**config.mk**
```make
export PLATFORM = sky130hd
export DESIGN_NAME = prog_loader
export DESIGN_NICKNAME = d
export VERILOG_FILES = /design/src/rtl/prog_loader.sv
export SDC_FILE = /design/constraint.sdc
export NUM_CORES = 1
export LEC_CHECK = 0
export ABC_AREA = 0
export CAP_MARGIN = 10
export CORE_MARGIN = 3
export CORE_UTILIZATION = 50
export CTS_CLUSTER_DIAMETER = 150
export CTS_CLUSTER_SIZE = 12
export DETAILED_ROUTE_END_ITERATION = 8
export GPL_TIMING_DRIVEN = 1
export PLACE_DENSITY = 0.72
export RECOVER_POWER = 25
export SLEW_MARGIN = 20
export SYNTH_ARGS = -nofsm -noshare
export SYNTH_HDL_FRONTEND = slang
export SYNTH_SLANG_ARGS = --single-unit
```
**constraint.sdc**
```tcl
create_clock -name clk -period 2.9 [get_ports clk]
set_input_delay 0.435 -clock clk [delete_from_list [all_inputs] [get_ports clk]]
set_output_delay 0.435 -clock clk [all_outputs]
set_load 0.1 [all_outputs]
```
**src/rtl/prog_loader.sv**
```systemverilog
// prog_loader: receives a framed byte stream (A5, LEN lo, LEN hi, data words
// LSB first, 8-bit checksum), writes little-endian words into the program
// SRAM, and holds the core in reset until a verified image is in place.
module prog_loader #(
    parameter logic [31:0] BASE_ADDR = 32'h0,
    parameter int unsigned MAX_WORDS = 4096,
    parameter int unsigned TIMEOUT   = 1000000
) (
    input  logic        clk,
    input  logic        rst,
    input  logic        rx_valid_i,
    input  logic [7:0]  rx_data_i,
    output logic        rx_ready_o,
    output logic        mem_we_o,
    output logic [31:0] mem_waddr_o,
    output logic [31:0] mem_wdata_o,
    output logic        core_rst_o,
    output logic        done_o,
    output logic        err_o,
    output logic [1:0]  err_code_o
);

    localparam int          TW        = $clog2(TIMEOUT + 1);
    localparam logic [7:0]  SYNC_BYTE = 8'hA5;
    localparam logic [1:0]  ERR_TMO   = 2'b01;
    localparam logic [1:0]  ERR_LEN   = 2'b10;
    localparam logic [1:0]  ERR_CSUM  = 2'b11;

    typedef enum logic [2:0] {
        S_IDLE, S_LEN0, S_LEN1, S_DATA, S_CSUM, S_DONE, S_ERR
    } state_t;

    state_t         state_q, state_d;
    logic [7:0]     len_lo_q;
    logic [15:0]    len_q;
    logic [15:0]    word_cnt_q;
    logic [1:0]     byte_idx_q;
    logic [23:0]    word_buf_q;
    logic [7:0]     sum_q;
    logic [TW-1:0]  tmo_cnt_q;

    logic           accept;
    logic           active;
    logic           tmo_hit;
    logic [15:0]    len_full;
    logic           too_long;
    logic           last_word;
    logic           start;
    logic           err_set;
    logic [1:0]     err_code_set;
    logic           done_set;
    logic           take;

    assign accept    = rx_valid_i & rx_ready_o;
    assign active    = (state_q == S_LEN0) || (state_q == S_LEN1) ||
                       (state_q == S_DATA) || (state_q == S_CSUM);
    assign tmo_hit   = active && (tmo_cnt_q == TW'(TIMEOUT - 1));
    assign take      = accept && !tmo_hit;
    assign len_full  = {rx_data_i, len_lo_q};
    assign too_long  = {16'd0, len_full} > MAX_WORDS;
    assign last_word = (word_cnt_q == len_q - 16'd1);

    // Next-state decode plus one-cycle control strobes for the datapath.
    always_comb begin
        // NOTE: every comb output gets a default first so no path leaves it unassigned (no latches).
        state_d      = state_q;
        start        = 1'b0;
        err_set      = 1'b0;
        err_code_set = 2'b00;
        done_set     = 1'b0;
        if (accept) begin
            case (state_q)
                S_IDLE, S_DONE, S_ERR: begin
                    if (rx_data_i == SYNC_BYTE) begin
                        state_d = S_LEN0;
                        start   = 1'b1;
                    end
                end
                S_LEN0: state_d = S_LEN1;
                S_LEN1: begin
                    if (too_long) begin
                        state_d      = S_ERR;
                        err_set      = 1'b1;
                        err_code_set = ERR_LEN;
                    end else if (len_full == 16'd0) begin
                        state_d = S_CSUM;
                    end else begin
                        state_d = S_DATA;
                    end
                end
                S_DATA: begin
                    if (byte_idx_q == 2'd3 && last_word) state_d = S_CSUM;
                end
                S_CSUM: begin
                    if (rx_data_i == sum_q) begin
                        state_d  = S_DONE;
                        done_set = 1'b1;
                    end else begin
                        state_d      = S_ERR;
                        err_set      = 1'b1;
                        err_code_set = ERR_CSUM;
                    end
                end
                default: state_d = S_IDLE;
            endcase
        end
        // An expiring timeout overrides whatever byte arrives in that cycle.
        if (tmo_hit) begin
            state_d      = S_ERR;
            err_set      = 1'b1;
            err_code_set = ERR_TMO;
            done_set     = 1'b0;
        end
    end

    // State register.
    always_ff @(posedge clk) begin
        // NOTE: sequential state uses non-blocking assignments so all registers update together.
        if (rst) state_q <= S_IDLE;
        else     state_q <= state_d;
    end

    // Datapath: word assembly, checksum, address, timeout and status outputs.
    always_ff @(posedge clk) begin
        if (rst) begin
            rx_ready_o  <= 1'b0;
            mem_we_o    <= 1'b0;
            mem_waddr_o <= BASE_ADDR;
            mem_wdata_o <= 32'h0;
            core_rst_o  <= 1'b1;
            done_o      <= 1'b0;
            err_o       <= 1'b0;
            err_code_o  <= 2'b00;
            len_lo_q    <= 8'h0;
            len_q       <= 16'h0;
            word_cnt_q  <= 16'h0;
            byte_idx_q  <= 2'd0;
            word_buf_q  <= 24'h0;
            sum_q       <= 8'h0;
            tmo_cnt_q   <= '0;
        end else begin
            rx_ready_o <= 1'b1;
            mem_we_o   <= 1'b0;

            // Address advances in the cycle after the write it belonged to.
            if (mem_we_o) mem_waddr_o <= mem_waddr_o + 32'd4;

            if (!active || accept || tmo_hit) tmo_cnt_q <= '0;
            else                              tmo_cnt_q <= tmo_cnt_q + 1'b1;

            if (start) begin
                done_o      <= 1'b0;
                err_o       <= 1'b0;
                err_code_o  <= 2'b00;
                core_rst_o  <= 1'b1;
                sum_q       <= 8'h0;
                mem_waddr_o <= BASE_ADDR;
                byte_idx_q  <= 2'd0;
                word_cnt_q  <= 16'h0;
            end

            if (take && state_q == S_LEN0) len_lo_q <= rx_data_i;
            if (take && state_q == S_LEN1) len_q    <= len_full;

            if (take && state_q == S_DATA) begin
                sum_q      <= sum_q + rx_data_i;
                byte_idx_q <= byte_idx_q + 2'd1;
                case (byte_idx_q)
                    2'd0: word_buf_q[7:0]   <= rx_data_i;
                    2'd1: word_buf_q[15:8]  <= rx_data_i;
                    2'd2: word_buf_q[23:16] <= rx_data_i;
                    default: begin
                        mem_we_o    <= 1'b1;
                        mem_wdata_o <= {rx_data_i, word_buf_q};
                        word_cnt_q  <= word_cnt_q + 16'd1;
                    end
                endcase
            end

            if (err_set) begin
                err_o      <= 1'b1;
                err_code_o <= err_code_set;
                core_rst_o <= 1'b1;
            end
            if (done_set) begin
                done_o     <= 1'b1;
                core_rst_o <= 1'b0;
            end
        end
    end

endmodule
```
==> impl_results.html <==
<table>
<tr><th>Metric</th><th>Value</th></tr>
<tr><th colspan="2">Global route</th></tr>
<tr><td>GRT Util Overall</td><td>0.2110</td></tr>
<tr><td>Via count of the first global-routing pass</td><td>6112</td></tr>
<tr><td>Maximum number of pins on one net before global-route repair</td><td>45</td></tr>
<tr><td>Antenna violations before repair</td><td>0</td></tr>
<tr><td>Global-route wire length before repair</td><td>30290 um</td></tr>
<tr><td>Overall overflow remaining after global route</td><td>0</td></tr>
<tr><th colspan="2">Clock network</th></tr>
<tr><td>Cells resized by post-CTS repair</td><td>0</td></tr>
<tr><td>CTS Buf Count</td><td>17</td></tr>
<tr><td>Later-pin clock latency in the skew report</td><td>0.42 ns</td></tr>
<tr><td>CTS tree</td><td>built</td></tr>
<tr><td>Clock Tree Buf Depth</td><td>2</td></tr>
<tr><td>Clock transition at the register clock pins on the worst setup and hold paths after CTS</td><td>0.06 ns</td></tr>
<tr><td>Sinks on Clock Net</td><td>166</td></tr>
<tr><td>Clock H-tree levels</td><td>4</td></tr>
<tr><td>Post-CTS Hold Fix Bufs</td><td>0</td></tr>
<tr><td>Clk root buf</td><td>clkbuf_16</td></tr>
<tr><td># Post-CTS Setup Buffers</td><td>0</td></tr>
<tr><th colspan="2">Placed design</th></tr>
<tr><td>Final weighted congestion in routability-driven placement</td><td>0.9043</td></tr>
<tr><td>Detailed-placement wirelength estimate</td><td>12860 um</td></tr>
<tr><td>I/O Buffers</td><td>79</td></tr>
<tr><td>Cell count after placement</td><td>1177</td></tr>
<tr><th colspan="2">Synthesis</th></tr>
<tr><td>Unique cell type count in the Yosys netlist</td><td>72</td></tr>
<tr><td>Post-synthesis average cell area</td><td>8.583 um^2</td></tr>
<tr><td>Combinational family with the most area after synthesis</td><td>simple AND/OR/NAND/NOR gates</td></tr>
<tr><td>Post-Synth Adder-Cell Area</td><td>0.02653</td></tr>
<tr><td>Sequential share of the synthesized area</td><td>0.4246</td></tr>
<tr><td>Post-synthesis simple-gate area fraction</td><td>0.2572</td></tr>
<tr><td>Count of mapped cells out of synthesis</td><td>912</td></tr>
<tr><td>Portion of netlist area occupied by mux cells</td><td>0.06394</td></tr>
<tr><td>Complex-gate fraction of the synthesized area</td><td>0.1039</td></tr>
<tr><td>Cell Area, Synth</td><td>7828 um^2</td></tr>
<tr><td>Async S/R FF share, synth</td><td>0</td></tr>
<tr><td>Number of enable flip-flop cells after synthesis</td><td>0</td></tr>
<tr><td>Flip-flop and latch count after synthesis</td><td>166</td></tr>
<tr><td>Area share of xor/xnor cells in the synthesized design</td><td>0.08504</td></tr>
<tr><td>Primary FF master, synth</td><td>dfxtp_1</td></tr>
<tr><td>Synth Warn #</td><td>0</td></tr>
<tr><th colspan="2">Floorplanning</th></tr>
<tr><td>Number of primary I/O pins</td><td>82</td></tr>
<tr><td>Vert. Die Dim</td><td>131.1 um</td></tr>
<tr><td>Area enclosed by the die boundary</td><td>17190 um^2</td></tr>
<tr><td>Starting utilization of the core area</td><td>0.5130</td></tr>
<tr><td>Core ar.</td><td>15260 um^2</td></tr>
<tr><td>Chip Width</td><td>131.1 um</td></tr>
<tr><td>Number of standard-cell rows in the floorplan</td><td>45</td></tr>
<tr><th colspan="2">Cells and area</th></tr>
<tr><td>Fill count</td><td>1383</td></tr>
<tr><td>Most common cell after layout, fill and taps aside</td><td>dfxtp_1</td></tr>
<tr><td>Most used cells in the layout excluding fill and tap cells</td><td>dfxtp_1, nor2_1, nand2_1</td></tr>
<tr><td>Area growth from synthesis to layout</td><td>16.08%</td></tr>
<tr><td>Count of non-filler cells in the finished layout</td><td>1209</td></tr>
<tr><td>Fraction of layout cells with a size suffix above 1</td><td>0.09719</td></tr>
<tr><td>Nets</td><td>1012</td></tr>
<tr><td>N_diodes</td><td>0</td></tr>
<tr><th colspan="2">STA</th></tr>
<tr><td>Setup repair after global routing missed its margin</td><td>no</td></tr>
<tr><td>Max-slew headroom</td><td>0.1834</td></tr>
<tr><td>Setup tns final</td><td>0 ns</td></tr>
<tr><td>Worst-case hold slack</td><td>0.4396 ns</td></tr>
<tr><td>Tcrit/Tclk final</td><td>0.9334</td></tr>
<tr><td>Final Max Tran Viols</td><td>0</td></tr>
<tr><td>Setup-failing EPs final</td><td>0</td></tr>
<tr><td>Final worst path period need</td><td>2.707 ns</td></tr>
<tr><td>Largest clock skew in the final design</td><td>0.006405 ns</td></tr>
<tr><td>Hold violation count in the final report</td><td>0</td></tr>
<tr><td>Highest achievable clock rate</td><td>369.4 MHz</td></tr>
<tr><td>Transition at the pin with the smallest max-transition slack</td><td>1.230 ns</td></tr>
<tr><th colspan="2">Power and ir drop</th></tr>
<tr><td>Pwr/cell area</td><td>514.5 nW/um^2</td></tr>
<tr><td>Power Internal</td><td>3610 uW</td></tr>
<tr><td>Portion of total power attributed to the clock network</td><td>0.483</td></tr>
<tr><td>Portion of total power attributed to combinational logic</td><td>0.029</td></tr>
<tr><td>Net switching component of the power</td><td>1065 uW</td></tr>
<tr><td>Switching share of power</td><td>0.2279</td></tr>
<tr><td>Standby leakage power</td><td>0.003449 uW</td></tr>
<tr><td>Portion of total power attributed to sequential cells</td><td>0.488</td></tr>
<tr><td>Max VDD drop</td><td>0.3975 mV</td></tr>
<tr><th colspan="2">Setup path</th></tr>
<tr><td>RR Startpoint</td><td>len_q[0]</td></tr>
<tr><td>Worst Setup End Kind</td><td>flop</td></tr>
<tr><td>Worst setup SP type</td><td>flop</td></tr>
<tr><td>Signal arrival time at the worst endpoint</td><td>2.99 ns</td></tr>
<tr><td>Max Fanout on Critical Path</td><td>7</td></tr>
<tr><td>Required time of the critical path</td><td>3.19 ns</td></tr>
<tr><td>CP startpoint</td><td>len_q[0]</td></tr>
<tr><td>WS Path Type</td><td>flop to flop</td></tr>
<tr><th colspan="2">Run</th></tr>
<tr><td>Max-capacitance violation count</td><td>0</td></tr>
<tr><th colspan="2">Detailed routing</th></tr>
<tr><td>DR pass1 iterations</td><td>5</td></tr>
<tr><td>Antenna Nets Post-Route</td><td>0</td></tr>
<tr><td>Total Wirelength</td><td>18430 um</td></tr>
<tr><td>First DRT Iteration DRCs</td><td>472</td></tr>
<tr><td>Average wire per cell in the routed design</td><td>15.24 um</td></tr>
<tr><td>DRC Markers</td><td>0</td></tr>
<tr><td>Average vias per placed instance</td><td>5.549</td></tr>
<tr><td>Total number of vias</td><td>6709</td></tr>
<tr><th colspan="2">Status</th></tr>
<tr><td>Outcome</td><td>complete, no violations</td></tr>
<tr><th colspan="2">Hold path</th></tr>
<tr><td>Hold Startpoint</td><td>rst</td></tr>
<tr><td>Class of the tightest hold or removal check</td><td>primary input to flop</td></tr>
</table>
-- flip-flops by register name (all words and copies together) (netlist names) --
register     flops
byte_idx_q       2
core_rst_o       1
done_o           1
err_code_o       2
err_o            1
len_lo_q         8
len_q           16
mem_waddr_o     30
mem_wdata_o     32
mem_we_o         1
rx_ready_o       1
state_q          3
sum_q            8
tmo_cnt_q       20
word_buf_q      24
word_cnt_q      16
-- layout make-up --
class / instances / area (um^2) / area share
multi-input cells: 678 / 4214 / 0.4638
clock inverters: 15 / 168.9 / 0.01859
clock buffers: 17 / 425.4 / 0.04682
flip-flops and latches: 166 / 3323 / 0.3657
inverters: 19 / 71.32 / 0.007849
repair buffers: 103 / 619.3 / 0.06816
well taps: 211 / 264.0 / 0.02906
-- metrics by stage --
stage          utilization  setup slack [ns]  area (um^2)  total power (uW)
2_1_floorplan            -            0.1612         7831              2416
3_3_place_gp        0.5706            0.2481         8706              2468
3_5_place_dp        0.5706            0.2045         8706              2470
4_1_cts             0.6095            0.2266         9300              4718
5_1_grt             0.5955           0.06433         9086              4823
6_report            0.5955            0.1932         9086              4675
-- power groups by stage --
| stage | Clock, uW | Sequential, uW | Combinational (uW) |
|---|---|---|---|
| floorplan | 0 | 2340 | 78.3 |
| global placement | 0 | 2330 | 135 |
| detailed placement | 0 | 2330 | 137 |
| CTS | 2300 | 2280 | 138 |
| global route | 2400 | 2280 | 147 |
| finish | 2260 | 2280 | 138 |
-- path summary, 6_finish.rpt --
path | end | slack, ns | cells after the start
worst max-delay path | state_q[1] | 0.19 | 8
worst max register to register | state_q[1] | 0.19 | 8
worst min-delay path | err_code_o[0] | 0.44 | 2
worst min register to register | mem_wdata_o[21] | 0.45 | 2
-- synth_stat cells, drive strengths merged, types with 3 or more instances --
cell type,number,area (um^2)
a21o,3,22.52
and3,21,131.4
xor2,39,341.6
or4b,3,37.54
o31ai,7,52.55
or2,6,37.53
dfxtp,166,3323
o21a,3,22.52
a21oi,59,295.3
buf,18,108.9
o41ai,3,26.28
o211ai,6,45.04
nand3,42,230.2
nand2b,8,50.05
nor3,27,150.2
ha,15,187.7
nor2b,5,31.28
mux2i,50,500.5
clkbuf,32,120.1
inv,19,71.31
nor2,131,491.7
a31oi,7,58.81
nor4,16,136.4
nand2,113,424.2
and4,6,52.55
nand4,17,106.4
nand3b,4,30.03
o21ai,6,33.78
xnor2,37,324.1
or4,5,37.54
-- critical path: stages, from the launching register on --
cell	delay, ns
dfxtp_1	0.34
inv_1	0.09
ha_1	0.29
or4b_4	0.54
or4b_4	0.55
o21ai_2	0.07
nand3_1	0.09
nor4_2	0.44
a311oi_1	0.15
-- metal layers --
metal	track usage	up-vias	wire length, um
met1	0.2908	3176	8756
met5	0	-	0
met4	0.06243	0	268
met2	0.3332	181	8312
met3	0.04709	26	1094
li1	-	3326	-
-- kinds of logic after synthesis --
logic type               Yosys count
buffers and inverters             69
adder cells (fa/ha/maj)           16
other                              1
flip-flops                       166
XOR/XNOR                          76
multiplexers                      50
AND/OR/NAND/NOR                  412
AO/OA/AOI/OAI                    122
Power figures use the tool's default switching activity.
